## config.mk

```make
export PLATFORM = sky130hd
export DESIGN_NAME = seg7_mux_receiver
export DESIGN_NICKNAME = d
export VERILOG_FILES = /design/src/rtl/seg7_mux_receiver.sv
export SDC_FILE = /design/constraint.sdc
export NUM_CORES = 1
export LEC_CHECK = 0
export BUFFER_PORTS_ARGS = -buffer_cell sky130_fd_sc_hd__buf_2
export CAP_MARGIN = 15
export CORE_MARGIN = 2
export CORE_UTILIZATION = 60
export DETAILED_ROUTE_END_ITERATION = 10
export GPL_ROUTABILITY_DRIVEN = 0
export PLACE_DENSITY_LB_ADDON = 0.3
export RECOVER_POWER = 50
export SYNTH_ARGS = -nofsm -noshare
export SYNTH_HDL_FRONTEND = slang
export SYNTH_SLANG_ARGS = --single-unit
```

## constraint.sdc

```tcl
create_clock -name clk -period 7 [get_ports clk]
set_input_delay 1.4 -clock clk [delete_from_list [all_inputs] [get_ports clk]]
set_output_delay 1.4 -clock clk [all_outputs]
set_load 0.1 [all_outputs]
```

## src/rtl/seg7_mux_receiver.sv

```systemverilog
// Receiver/decoder for a two-digit multiplexed seven-segment bus; publishes {digit10, digit1}.
// Optional macro SEG7_RX_DP_EN adds per-digit decimal-point capture on seg_in[7].
module seg7_mux_receiver #(
    parameter int MIN_ON        = 2,
    parameter int STABLE_FRAMES = 3,
    parameter int TIMEOUT       = 64
) (
    input  logic       clk,
    input  logic       rst,
    input  logic [7:0] seg_in,
    input  logic [1:0] com_in,
    input  logic       seg_active_high,
    input  logic       com_active_high,
    output logic [3:0] digit1,
    output logic [3:0] digit10,
    output logic       value_valid,
    output logic       value_strobe,
    output logic       seg_error,
    output logic       display_on,
    output logic [1:0] dp
);

    localparam int ON_W    = $clog2(MIN_ON + 1);
    localparam int MATCH_W = $clog2(STABLE_FRAMES + 1);
    localparam int IDLE_W  = $clog2(TIMEOUT + 1);

    typedef enum logic [1:0] {OFF, ACQUIRE, LOCKED} state_t;

    // Returns {legal, bcd}; an all-dark pattern is legal only where blanking is allowed.
    function automatic logic [4:0] decode(input logic [6:0] p, input logic blank_ok);
        case (p)
            7'h3F:        return {1'b1, 4'd0};
            7'h06:        return {1'b1, 4'd1};
            7'h5B:        return {1'b1, 4'd2};
            7'h4F:        return {1'b1, 4'd3};
            7'h66:        return {1'b1, 4'd4};
            7'h6D:        return {1'b1, 4'd5};
            7'h7D, 7'h7C: return {1'b1, 4'd6};
            7'h07, 7'h27: return {1'b1, 4'd7};
            7'h7F:        return {1'b1, 4'd8};
            7'h6F, 7'h67: return {1'b1, 4'd9};
            7'h00:        return {blank_ok, 4'd0};
            default:      return 5'd0;
        endcase
    endfunction

    logic [7:0] seg_p0, seg_p1;
    logic [1:0] com_p0, com_p1;

    // Stage p0/p1: two-flop synchroniser
    always_ff @(posedge clk or posedge rst) begin
        if (rst) begin
            com_p0 <= 2'b00;
            com_p1 <= 2'b00;
        end else begin
            com_p0 <= com_in;
            com_p1 <= com_p0;
        end
    end

    always_ff @(posedge clk) begin
        seg_p0 <= seg_in;
        seg_p1 <= seg_p0;
    end

    logic [7:0] seg_n;
    logic [1:0] com_n;
    logic       overlap;

    assign seg_n   = seg_p1 ^ {8{~seg_active_high}};
    assign com_n   = com_p1 ^ {2{~com_active_high}};
    assign overlap = &com_n;

    logic [ON_W-1:0]    on_cnt    [2];
    logic [MATCH_W-1:0] match_cnt [2];
    logic [IDLE_W-1:0]  idle_cnt  [2];
    logic [3:0]         cand_val  [2];
    logic [4:0]         dec       [2];
    logic [1:0]         cand_valid, cap, same, stable, dark, bad;
`ifdef SEG7_RX_DP_EN
    logic [1:0]         cand_dp;
`endif

    // Per-channel capture, decode and stability tracking
    for (genvar i = 0; i < 2; i++) begin : g_ch
        logic sole;
        assign sole      = com_n[i] & ~overlap;
        assign cap[i]    = sole && (on_cnt[i] == ON_W'(MIN_ON - 1));
        assign dec[i]    = decode(seg_n[6:0], (i == 1));
        assign bad[i]    = cap[i] & ~dec[i][4];
        assign stable[i] = cand_valid[i] && (match_cnt[i] == MATCH_W'(STABLE_FRAMES));
        assign dark[i]   = (idle_cnt[i] == IDLE_W'(TIMEOUT));
`ifdef SEG7_RX_DP_EN
        assign same[i]   = cand_valid[i] && (cand_val[i] == dec[i][3:0]) && (cand_dp[i] == seg_n[7]);
`else
        assign same[i]   = cand_valid[i] && (cand_val[i] == dec[i][3:0]);
`endif

        always_ff @(posedge clk or posedge rst) begin
            if (rst) begin
                on_cnt[i]     <= '0;
                idle_cnt[i]   <= '0;
                match_cnt[i]  <= '0;
                cand_valid[i] <= 1'b0;
            end else begin
                if (!sole)
                    on_cnt[i] <= '0;
                else if (on_cnt[i] != ON_W'(MIN_ON))
                    on_cnt[i] <= on_cnt[i] + 1'b1;

                if (cap[i])
                    idle_cnt[i] <= '0;
                else if (!dark[i])
                    idle_cnt[i] <= idle_cnt[i] + 1'b1;

                if (cap[i]) begin
                    if (!dec[i][4]) begin
                        match_cnt[i]  <= '0;
                        cand_valid[i] <= 1'b0;
                    end else if (same[i]) begin
                        if (!stable[i])
                            match_cnt[i] <= match_cnt[i] + 1'b1;
                    end else begin
                        match_cnt[i]  <= MATCH_W'(1);
                        cand_valid[i] <= 1'b1;
                    end
                end else if (dark[i]) begin
                    match_cnt[i]  <= '0;
                    cand_valid[i] <= 1'b0;
                end
            end
        end

        always_ff @(posedge clk) begin
            if (cap[i] && dec[i][4]) begin
                cand_val[i] <= dec[i][3:0];
`ifdef SEG7_RX_DP_EN
                cand_dp[i]  <= seg_n[7];
`endif
            end
        end
    end

    state_t     state;
    logic       ready, changed, both_dark;
    logic [3:0] new_d10;
    assign both_dark = &dark;
    assign ready     = stable[0] && (stable[1] || dark[1]);
    assign new_d10   = stable[1] ? cand_val[1] : 4'd0;

`ifdef SEG7_RX_DP_EN
    logic [1:0] new_dp, dp_q;
    assign new_dp  = {stable[1] & cand_dp[1], cand_dp[0]};
    assign changed = ({new_d10, cand_val[0], new_dp} != {digit10, digit1, dp_q});
    assign dp      = dp_q;
`else
    assign changed = ({new_d10, cand_val[0]} != {digit10, digit1});
    assign dp      = 2'b00;
`endif

    // Publish stage: FSM with registered outputs
    always_ff @(posedge clk or posedge rst) begin
        if (rst) begin
            state        <= OFF;
            digit1       <= 4'd0;
            digit10      <= 4'd0;
            value_valid  <= 1'b0;
            value_strobe <= 1'b0;
            seg_error    <= 1'b0;
            display_on   <= 1'b0;
`ifdef SEG7_RX_DP_EN
            dp_q         <= 2'b00;
`endif
        end else begin
            value_strobe <= 1'b0;
            seg_error    <= |bad;
            if (state == OFF) begin
                if (|cap) begin
                    state      <= ACQUIRE;
                    display_on <= 1'b1;
                end
            end else if (both_dark) begin
                state       <= OFF;
                display_on  <= 1'b0;
                value_valid <= 1'b0;
            end else if (ready && (state == ACQUIRE || changed)) begin
                state        <= LOCKED;
                digit1       <= cand_val[0];
                digit10      <= new_d10;
                value_valid  <= 1'b1;
                value_strobe <= 1'b1;
`ifdef SEG7_RX_DP_EN
                dp_q         <= new_dp;
`endif
            end
        end
    end

endmodule

```

Word-level counts from Yosys, hierarchy flattened
Memories as Yosys holds them, arrays and structs flattened. Cells that the tools add are included.

Add/sub/neg operators: 6. $mul: 0. Divide/modulo/power cells: 0. $lt $le $gt $ge: 0. Equality and inequality tests: 34. Shift operators: 0. Muxes and demuxes: 48. Bitwise operators: 13. Reduce and logical (&&, ||, !) cells: 36.

Operators with widths (count): case mux 5 bit (10 select lines) (2); == test 7 bit (second input constant) (11); two-way mux 2 bit (18); two-way mux 7 bit (4); two-way mux 1 bit (22); AND reduction 2 bit (9); adder 7 x 1 -> 7 bit (second input constant) (2); == test 7 x 3 -> 1 bit (second input constant) (2); == test 7 x 6 -> 1 bit (second input constant) (2); OR reduction 2 bit (6); logical AND 1 bit (10); adder 2 x 1 -> 2 bit (second input constant) (4); == test 4 bit (2); two-way mux 4 bit (2); inequality test 2 bit (second input constant) (4); inequality test 4 bit (second input constant) (2); inequality test 8 bit (1); nonzero test 2 bit (4); zero test 7 bit (1); inverter 1 bit (7); bitwise XOR 7 bit (1); == test 2 x 1 -> 1 bit (second input constant) (3); inequality test 2 x 1 -> 1 bit (second input constant) (3); inequality test 3 bit (second input constant) (2); other kinds (8) (13).

Register bits after elaboration: 56. Bits in latches: 0. RAM bits: 8. ROM bits: 0. Logic and storage cells: 157. Memories kept: 1.

Memories: cand_val (words 2, bits a word 4, read ports 2, clocked after memory_dff 0, write ports 1, line 77) `logic [3:0] cand_val [2];`.

Depth between registers and ports, before layout
Gate-level depths: netlist (run 1).

Word-level depth: 11. Depth in mapped cells: 11.

Worst setup path after synthesis (run 1)
Ideal clock, no wire load.

Path kind: input to register. Start point: input seg_active_high. End point: register match_cnt[0] in the netlist's numbering. Library setup time: 121 ps. Arrival: 3214 ps. Slack: 3665 ps. Stages: 10. Path buffers: 2. Path through: buf_4 > nand2_2 > or4b_4 > a221oi_2 > or4_1 > buf_4 > xnor2_1 > and4_4 > a41oi_2 > o22a_1.

Word-level cells in the longest chain between the ends: 10.

RTL lines: start, declared (line 12) `input logic seg_active_high,`; inverter 1 bit (*) (line 70) `assign seg_n = seg_p1 ^ {8{~seg_active_high}};`; bitwise XOR 7 bit (*) (line 70); == test 7 x 6 -> 1 bit (tied with other cells) (line 31) `case (p)`; OR reduction 2 bit (on tied branches); case mux 5 bit (10 select lines) (*) (line 31); == test 4 bit (line 96) `assign same[i] = cand_valid[i] && (cand_val[i] == dec[i][3:0]);`; logical AND 1 bit (line 96); two-way mux 2 bit (line 120) `end else if (same[i]) begin`; two-way mux 2 bit (line 117) `if (!dec[i][4]) begin`; two-way mux 2 bit (line 116) `if (cap[i]) begin`; end signal, assigned by index (line 122) `match_cnt[i] <= match_cnt[i] + 1'b1;`; end, declared (line 75) `logic [MATCH_W-1:0] match_cnt [2];`.

Every way passes the cells marked *; elsewhere a longest branch is shown, timed or not. A chain may end at the register's enable or synchronous reset.

Worst setup path in the final report (run 1)
Same ends and word-level chain as after synthesis.

==> results of run 1 <==
-- power by group --
part | internal [mW] | switching [mW] | total, mW
Clock | 0.205 | 0.147 | 0.352
Combinational | 0.0883 | 0.112 | 0.201
Sequential | 0.437 | 0.0678 | 0.505
-- sequential cells by signal (all words and copies together), names as in the netlist --
signal	flops
cand_val	8
digit10	4
digit1	4
com_p1	2
value_strobe	1
display_on	1
idle_cnt	14
on_cnt	4
seg_error	1
seg_p1	7
cand_valid	2
com_p0	2
state	2
seg_p0	7
match_cnt	4
value_valid	1
-- cells in the final DEF, fill, tap and decap left out, types with 3 or more instances in the layout --
cell type | Yosys | layout
edfxtp_1 | 8 | 8
xnor2_1 | 16 | 16
xor2_1 | 10 | 10
nand3_1 | 12 | 12
and3_1 | 5 | 5
nand3b_1 | 3 | 3
mux2_2 | 8 | 8
a21o_1 | 4 | 4
nand2_1 | 26 | 26
nor2_1 | 40 | 40
nor3_1 | 4 | 4
nor2b_1 | 4 | 4
nand2b_1 | 3 | 3
nor4b_1 | 5 | 5
dfxtp_1 | 14 | 14
a21oi_1 | 7 | 7
inv_1 | 20 | 20
o22a_1 | 3 | 3
and2_1 | 7 | 7
clkbuf_16 | 0 | 3
dfrtp_1 | 42 | 42
ha_1 | 10 | 10
nand4_1 | 5 | 5
buf_2 | 6 | 23
or4_1 | 3 | 3
o211ai_1 | 3 | 3
clkbuf_8 | 0 | 10
o21ai_0 | 8 | 8
-- layout make-up --
cell class | count | area share
Clock inverter | 3 | 0.00647
Inverter | 20 | 0.0204
Sequential cell | 64 | 0.428
Tap cell | 72 | 0.0245
Multi-Input combinational cell | 234 | 0.430
Timing Repair Buffer | 25 | 0.0334
Clock buffer | 13 | 0.0579
-- worst paths after layout --
kind                                  from           end  slack, ns  cells after the start
setup / recovery           seg_active_high  match_cnt[0]       3.66                      9
hold / removal                   seg_p0[3]     seg_p1[3]       0.33                      0
setup reg to reg              match_cnt[0]     digit1[0]       3.88                      9
hold reg to reg                  seg_p0[3]     seg_p1[3]       0.33                      0
max in group asynchronous              rst  match_cnt[1]       3.90                      3
min in group asynchronous              rst     on_cnt[3]       1.85                      3
-- cell families after synthesis --
kind of cell / count (synthesis) / share of synthesized area
AOI/OAI and AO/OA: 57 / 0.133
xor gates and xnor gates: 26 / 0.0685
adders and majority gates: 10 / 0.0376
buffers and inverters: 36 / 0.0531
DFF: 64 / 0.473
muxes: 9 / 0.0301
other: 1 / 0.00113
and+or+nand+nor: 130 / 0.204
-- critical path, stage by stage --
cell and delay (ns):
buf_2 0.27, nor2b_2 0.35, nand3_1 0.11, a221oi_1 0.45, or4_1 0.27, xnor2_1 0.14, and4_4 0.27, a41oi_2 0.10
o22a_1 0.21
-- layer usage --
layer  GRT usage  routed length, µm  share of wire
met1       0.278               2830           0.46
met2       0.366               2950           0.48
met3      0.0471                216          0.035
met4      0.0912                113          0.018
met5           0                  0              0
-- metrics by stage --
stage | instance area [µm²] | total power, mW | setup slack [ns] | util | std cells
2_1_floorplan | 3330 | 0.667 | 3.66 | - | 334
3_3_place_gp | 3440 | 0.700 | 3.34 | 0.633 | 415
3_5_place_dp | 3440 | 0.711 | 3.31 | 0.633 | 415
4_1_cts | 3680 | 1.07 | 3.67 | 0.677 | 431
5_1_grt | 3680 | 1.12 | 3.33 | 0.676 | 431
6_report | 3680 | 1.06 | 3.66 | 0.676 | 431
==> out/qor.yml, run 1 <==
rsz0062_at_grt: "false"
cts_sinks: 64
yosys_warnings: 0
crit_arrival_ns: 3.57
synthTopCellsByArea: "dfrtp_1 (32%), dfxtp_1 (8.4%), edfxtp_1 (7.2%)"
fmax_ghz: 0.299
crit_type: "in2reg"
worstMarginPinSlew_ns: 2.19
root_buffer: "clkbuf_8"
grt_pass1_vias: 2396
drc_errors: 0
period_needed_ns: 3.34
relSlewSlack: -0.459
post_drt_wl_per_cell_um: 14.2
hold_class: "reg2reg"
clockBufferDepth: 2
antenna_cells: 0
regArea_um2: 1570
drive_above_1_share: 0.164
hold_viol: 0
hpwl_um: 4360
cts_max_level: 3
numCtsBuffers: 9
synth_commonest_cells: "dfrtp_1 (42), nor2_1 (40), nand2_1 (26), inv_1 (20), xnor2_1 (16)"
period_share: 0.477
grt_max_degree: 43
vias: 2433
via_per_inst: 5.65
ys_ff_latch: 64
fin_nets: 378
crit_fanout: 18
clkLatencyLatePin_ns: 0.34
fillers: 454
core_um2: 5440
violations: "capacitance limit, slew limit"
synth.most_common_cell: "dfrtp_1"
cap_violations: 1
multi_input_area_um2: 1580
holdWs_ns: 0.328
die_area_um2: 6150
die-width_um: 78.4
status: "finished with violations"
synthToLayoutAreaGrowth_pct: 10.6
required_ns: 7.23
port_buffers: 24
overflow: 0
antenna_found_initial: 0
ant_nets: 0
start_util: 0.611
syn_inst: 333
ir_drop_v: 0.000202
wirelength_um: 6110
power_density_nw_per_um2: 288
std_cell_rows: 27
cts_tree: "built"
ys_types: 64
first_iter_violations: 128
ctsResizeCount: 0
leakage_nw: 1.66
synth_flop_cell: "dfrtp_1"
drv_slew: 43
ys_seq_area_frac: 0.473
postCtsSetupBuffers: 0
grt_pass1_wl_um: 10600
synth_top_area_cell: "dfrtp_1"
synth.avg_cell_area_um2: 9.98
critPathCaptureType: "flip-flop"
clk_pin_slew_ns: 0.07
netlist_area_um2: 3320
ios: 28
fp.dieH_um: 78.4
synthArstFlopShare: 0.656
synth_top_cell_area_share: 0.316
setup_tns_ns: 0
setup_viol: 0
hold_buffers: 0
grt_usage: 0.219
clock_skew_ns: 0.00833
synth_edf_count: 8
setup.worst_path.start_class: "input port"
first_pass_iters: 6
(Power assumes the default switching activity.)
==> run 2: changes to the inputs <==
- ABC_AREA: not set -> 1
- clock period: 7 -> 3.2 ns (I/O delays scaled with it)
==> run 2 against run 1 <==
The flow still finishes with violations (capacitance limit, slew limit). Register-to-register slack worse by 2.9 ns. Cell area increased by 6.2%. Critical path depth is 5 higher. Synthesized cell count grew 27%. Sequential share of layout area is 2.5 points lower. Setup slack lost 3.0 ns. Non-clock buffer count unchanged. Sequential cell count did not move. Core utilization is 2.4 points higher. Synthesized area is 6.0% higher. Largest cell class unchanged. Clock power is 110% higher. Combinational power up 120%. Critical endpoint is now match_cnt[3].
==> out/qor.yml, run 2 <==
grt_max_degree: 43
fp.dieH_um: 80.6
grtUsageMet1: 0.267
synth_top_area_cell: "dfrtp_1"
hold_class: "reg2reg"
die-width_um: 80.6
sw_frac_of_total: 0.305
power_density_nw_per_um2: 556
grt_use_met2: 0.378
synth_top_cell_area_share: 0.298
hold_buffers: 0
cap_violations: 1
clockBufferDepth: 2
fin_ws_ns: 0.701
worstPathCellList: "buf_2 > inv_2 > nand2_1 > nand2_1 > nand2_1 > nor2_1 > nand2_2 > nand2_2 > nor2_1 > a21oi_2 > inv_1 > nor2_1 > nand4_1 > nand2_1"
postCtsSetupBuffers: 0
fmax_ghz: 0.400
period_share: 0.781
post_drt_wl_per_cell_um: 11.7
cts_tree: "built"
ys_types: 38
start_util: 0.632
critPathCaptureType: "flip-flop"
status: "finished with violations"
required_ns: 3.49
crit_type: "in2reg"
layout_commonest_cell: "nand2_1"
top_regs: "idle_cnt: 14 flops, cand_val: 8 flops"
crit_fanout: 15
numCtsBuffers: 9
vias: 2722
dp_worst_setup_slack_ns: 0.376
core_um2: 5570
combPwrFrac: 0.204
fillers: 448
ios: 28
yosys_warnings: 0
hpwl_um: 4680
ys_ff_latch: 64
antenna_found_initial: 0
synth.most_common_cell: "nand2_1"
first_pass_iters: 5
intPower_mw: 1.51
setup_viol: 0
ir_drop_v: 0.000537
cpMaxStageDelayCell: "a21oi_2"
std_cell_rows: 27
drv_slew: 43
via_per_inst: 5.12
root_buffer: "clkbuf_8"
crit_path_frequent_cell: "nand2_1"
synthArstFlopShare: 0.656
clock_skew_ns: 0.0102
netlist_area_um2: 3520
die_area_um2: 6500
synth_commonest_cells: "nand2_1 (91), inv_1 (62), dfrtp_1 (42), nor2_1 (31), nand3_1 (29)"
multi_input_area_um2: 1670
grt_pass1_vias: 2678
period_needed_ns: 2.50
synthTopCellsByArea: "dfrtp_1 (30%), nand2_1 (9.7%), dfxtp_1 (8.0%)"
grt_use_met3: 0.0607
leakage_nw: 2.09
cts_max_level: 3
clkLatencyLatePin_ns: 0.34
crit_arrival_ns: 2.78
relSlewSlack: -0.443
ctsResizeCount: 0
top_usage_layer: "met2"
fin_nets: 479
antenna_cells: 0
pwr-share-clk: 0.337
setup.worst_path.start_class: "input port"
first_iter_violations: 157
hold_viol: 0
setup_tns_ns: 0
seq_power_share: 0.459
rsz0062_at_grt: "false"
port_buffers: 24
worstMarginPinSlew_ns: 2.16
violations: "capacitance limit, slew limit"
grt_pass1_wl_um: 11000
synthToLayoutAreaGrowth_pct: 10.8
largest_reg_flops: 14
synth_flop_cell: "dfrtp_1"
synth_edf_count: 8
p_switching_mw: 0.661
ys_seq_area_frac: 0.446
syn_inst: 423
grt_usage: 0.223
synth.avg_cell_area_um2: 8.33
ant_nets: 0
final_cell_mix: "nand2_1 (91), inv_1 (62), dfrtp_1 (42)"
overflow: 0
drc_errors: 0
drive_above_1_share: 0.213
top_register: "idle_cnt"
clk_pin_slew_ns: 0.07
cts_sinks: 64
regArea_um2: 1570
cpPeakStageDelay_ns: 0.35
wirelength_um: 6230
run 2: cell types whose count changed after synthesis, moves of 7 or more:
cell	change
inv_1	+42
nand2_1	+65
nor2_1	-9
nor2_2	+8
and2_1	-7
mux2_2	-8
o21ai_0	+15
nand3_1	+17
nand2_2	+22
nand2_4	+12
xnor2_1	-15
run 2: metal layers:
layer | up-vias | part of all wire
met2 | 54 | 0.49
met1 | 1253 | 0.45
met5 | - | 0
met4 | 0 | 0.015
li1 | 1407 | -
met3 | 8 | 0.045
run 2: metrics by stage:
stage	cell area, µm²	utilization	power, mW	hold slack (ns)	instances
after floorplan	3530	-	1.36	0.310	424
after global placement	3700	0.664	1.42	0.310	516
after detailed placement	3700	0.664	1.45	0.314	516
after CTS	3910	0.701	2.19	0.330	532
after global routing	3900	0.700	2.32	0.333	532
final	3900	0.700	2.17	0.327	532
run 2: final timing paths:
check,to,startpoint,depth (start not counted),slack [ns]
min in group asynchronous,idle_cnt[10],rst,3,1.08
max reg2reg,digit1[2],idle_cnt[0],9,1.00
max,match_cnt[3],seg_active_high,14,0.70
min,seg_p1[5],seg_p0[5],0,0.33
min reg2reg,seg_p1[5],seg_p0[5],0,0.33
max in group asynchronous,idle_cnt[1],rst,3,0.88
run 2: cell families after synthesis:
group	synth area share
xor gates and xnor gates	0.0220
adders and majority gates	0.0355
and+or+nand+nor	0.343
AOI/OAI and AO/OA	0.0699
other	0.00106
DFF	0.446
buffers and inverters	0.0824
run 2: power groups by stage:
stage | combinational (mW) | clock, mW | sequential (mW)
global route | 0.523 | 0.787 | 1.01
detailed placement | 0.442 | 0 | 1.01
global placement | 0.418 | 0 | 1.01
finish | 0.443 | 0.731 | 0.997
CTS | 0.448 | 0.745 | 0.996
floorplan | 0.355 | 0 | 1.01
run 2: area by class of cell:
cell class / count / share of cell area
Sequential cell: 64 / 0.403
Inverter: 65 / 0.0625
Clock buffer: 14 / 0.0446
Timing Repair Buffer: 25 / 0.0314
Tap cell: 72 / 0.0231
Multi-Input combinational cell: 290 / 0.427
Clock inverter: 2 / 0.00897
run 2: worst max-delay path, delay by kind of cell:
family,cells,cell delay (ns)
AO/OA/AOI/OAI,1,0.35
buffers and inverters,3,0.60
AND/OR/NAND/NOR,10,1.18
==> run 3: changes to the inputs <==
- CORE_UTILIZATION: 60 -> 54
- clock period: 3.2 -> 2.15 ns (I/O delays scaled with it)
==> run 3 against run 2 <==
The flow now finishes without violations. Critical path depth increased by 1. Sequential power increased by 49%. Clock power increased by 27%. Sequential cell count unchanged. Cell area increased by 3.6%. Total power increased by 43%. Critical endpoint unchanged. Critical path type is now reg2reg. Die area increased by 11%. Count of clock-buffer cells in the layout decreased by 1. Via count increased by 2.1%. First-iteration DRC count decreased by 45%. Highest routed layer unchanged. Register-to-register slack got worse by 0.79 ns. Clock skew increased by 0.00094 ns.
==> out/qor.yml, run 3 (same netlist as run 2, synthesis figures left out) <==
critPathCaptureType: "flip-flop"
crit_type: "reg2reg"
hold_buffers: 0
grt_pass1_vias: 2714
layout_commonest_cell: "nand2_1"
reg2reg_slack_ns: 0.21
final_cell_mix: "nand2_1 (90), inv_1 (61), dfrtp_1 (37)"
rsz0062_at_grt: "false"
vias: 2779
cap_violations: 0
clockBufferDepth: 2
pwr-share-clk: 0.298
top_register: "idle_cnt"
clkLatencyLatePin_ns: 0.34
std_cell_rows: 29
root_buffer: "clkbuf_8"
combPwrFrac: 0.221
relSlewSlack: 0.314
antenna_cells: 0
dp.cells: 537
top_regs: "idle_cnt: 14 flops, cand_val: 8 flops"
status: "complete, no violations"
path_buf_inv: 2
overflow: 0
first_pass_iters: 4
fin_cells: 553
largest_reg_flops: 14
crit_fanout: 5
port_buffers: 24
fp.dieH_um: 84.8
die-width_um: 84.8
cpMaxStageDelayCell: "dfxtp_1"
crit_arrival_ns: 2.22
holdPathEnd: "seg_p0[0]"
sw_frac_of_total: 0.320
intPower_mw: 2.11
drive_above_1_share: 0.265
drv_slew: 0
numCtsBuffers: 9
r2r_start: "seg_p1[4]"
grt_usage: 0.195
required_ns: 2.43
worst_r2r_endpoint: "match_cnt[3]"
cp_top_family: "simple AND/OR/NAND/NOR gates"
antenna_found_initial: 0
cts_max_level: 3
fmax_ghz: 0.514
p_switching_mw: 0.993
setup_viol: 0
setup_tns_ns: 0
fin_nets: 495
postCtsSetupBuffers: 0
grt_max_degree: 43
cts_tree: "built"
die_area_um2: 7190
worstPathCellList: "inv_1 > nand2_1 > nand2_2 > nand2_1 > nor2_1 > nand2_2 > nand2_2 > buf_4 > nand2_1 > nand2_1 > nor2_2 > nand4_1 > nand2_1 > nand3_1 > nand2_1"
clk_pin_slew_ns: 0.06
clock_skew_ns: 0.0112
grt_pass1_wl_um: 11200
crit_path_frequent_cell: "nand2_1"
leakage_nw: 2.16
ant_nets: 0
first_iter_violations: 87
ios: 28
drc_errors: 0
wirelength_um: 6700
hold_viol: 0
hold_class: "in2reg"
ir_drop_v: 0.000466
period_share: 0.905
hpwl_um: 5070
cts_sinks: 64
power_density_nw_per_um2: 768
core_um2: 6310
cpPeakStageDelay_ns: 0.40
synthToLayoutAreaGrowth_pct: 14.7
period_needed_ns: 1.94
worstMarginPinSlew_ns: 1.03
via_per_inst: 5.03
ctsResizeCount: 0
min_from: "seg_in[0]"
rr_worst_depth: 15
post_drt_wl_per_cell_um: 12.1
worstHoldPathCells: 1
start_util: 0.558
setup.worst_path.start_class: "flip-flop"
seq_power_share: 0.481
## run 3: through the flow
stage / util / instance area (µm²) / total power, mW / hold slack [ns] / setup slack [ns]
2_1_floorplan: - / 3530 / 2.02 / 0.310 / 0.00875
3_3_place_gp: 0.611 / 3860 / 2.14 / 0.310 / -0.0835
3_5_place_dp: 0.611 / 3860 / 2.19 / 0.314 / -0.179
4_1_cts: 0.639 / 4030 / 3.12 / 0.179 / 0.0865
5_1_grt: 0.641 / 4040 / 3.29 / 0.177 / 0.00740
6_report: 0.641 / 4040 / 3.10 / 0.190 / 0.205
## run 3: worst max path at each step
stage          depth (start not counted)  slack, ns             end       startpoint
2_1_floorplan                          7      0.009        state[1]       digit10[3]
3_3_place_gp                          13      -0.08  cand_val[0][6]  seg_active_high
3_5_place_dp                          17      -0.18    match_cnt[3]  seg_active_high
4_1_cts                               15       0.09    match_cnt[3]        seg_p1[4]
5_1_grt                               10      0.007       digit1[2]      idle_cnt[0]
6_report                              15       0.21    match_cnt[3]        seg_p1[4]
## run 3: power by group through the flow
stage | clock network (mW) | registers (mW) | logic (mW)
after global placement | 0 | 1.50 | 0.646
after CTS | 0.943 | 1.49 | 0.688
after detailed placement | 0 | 1.51 | 0.677
final | 0.926 | 1.49 | 0.685
after floorplan | 0 | 1.50 | 0.529
after global routing | 0.996 | 1.51 | 0.784
## run 3: area by class of cell
class | instances | area [µm²]
clock buffer | 13 | 160
clock inverter | 3 | 15.0
fill | 542 | 2270
inverter | 65 | 244
multi-input combinational | 290 | 1680
sequential | 64 | 1580
tap | 77 | 96.3
timing repair buffer | 41 | 270
## run 3: worst register-to-register path, cell delays in order, from the launching register on
cell	delay (ns)
dfxtp_1	0.40
inv_1	0.07
nand2_1	0.09
nand2_2	0.12
nand2_1	0.11
nor2_1	0.05
nand2_2	0.13
nand2_2	0.09
buf_4	0.14
nand2_1	0.08
nand2_1	0.06
nor2_2	0.17
nand4_1	0.11
nand2_1	0.11
nand3_1	0.09
nand2_1	0.08
## run 3: per-layer routing
layer | part of all wire | global-route usage | vias to the layer above
met5 | 0 | 0 | -
li1 | - | - | 1439
met4 | 0.016 | 0.0981 | 0
met3 | 0.037 | 0.0403 | 10
met1 | 0.45 | 0.231 | 1290
met2 | 0.50 | 0.335 | 40
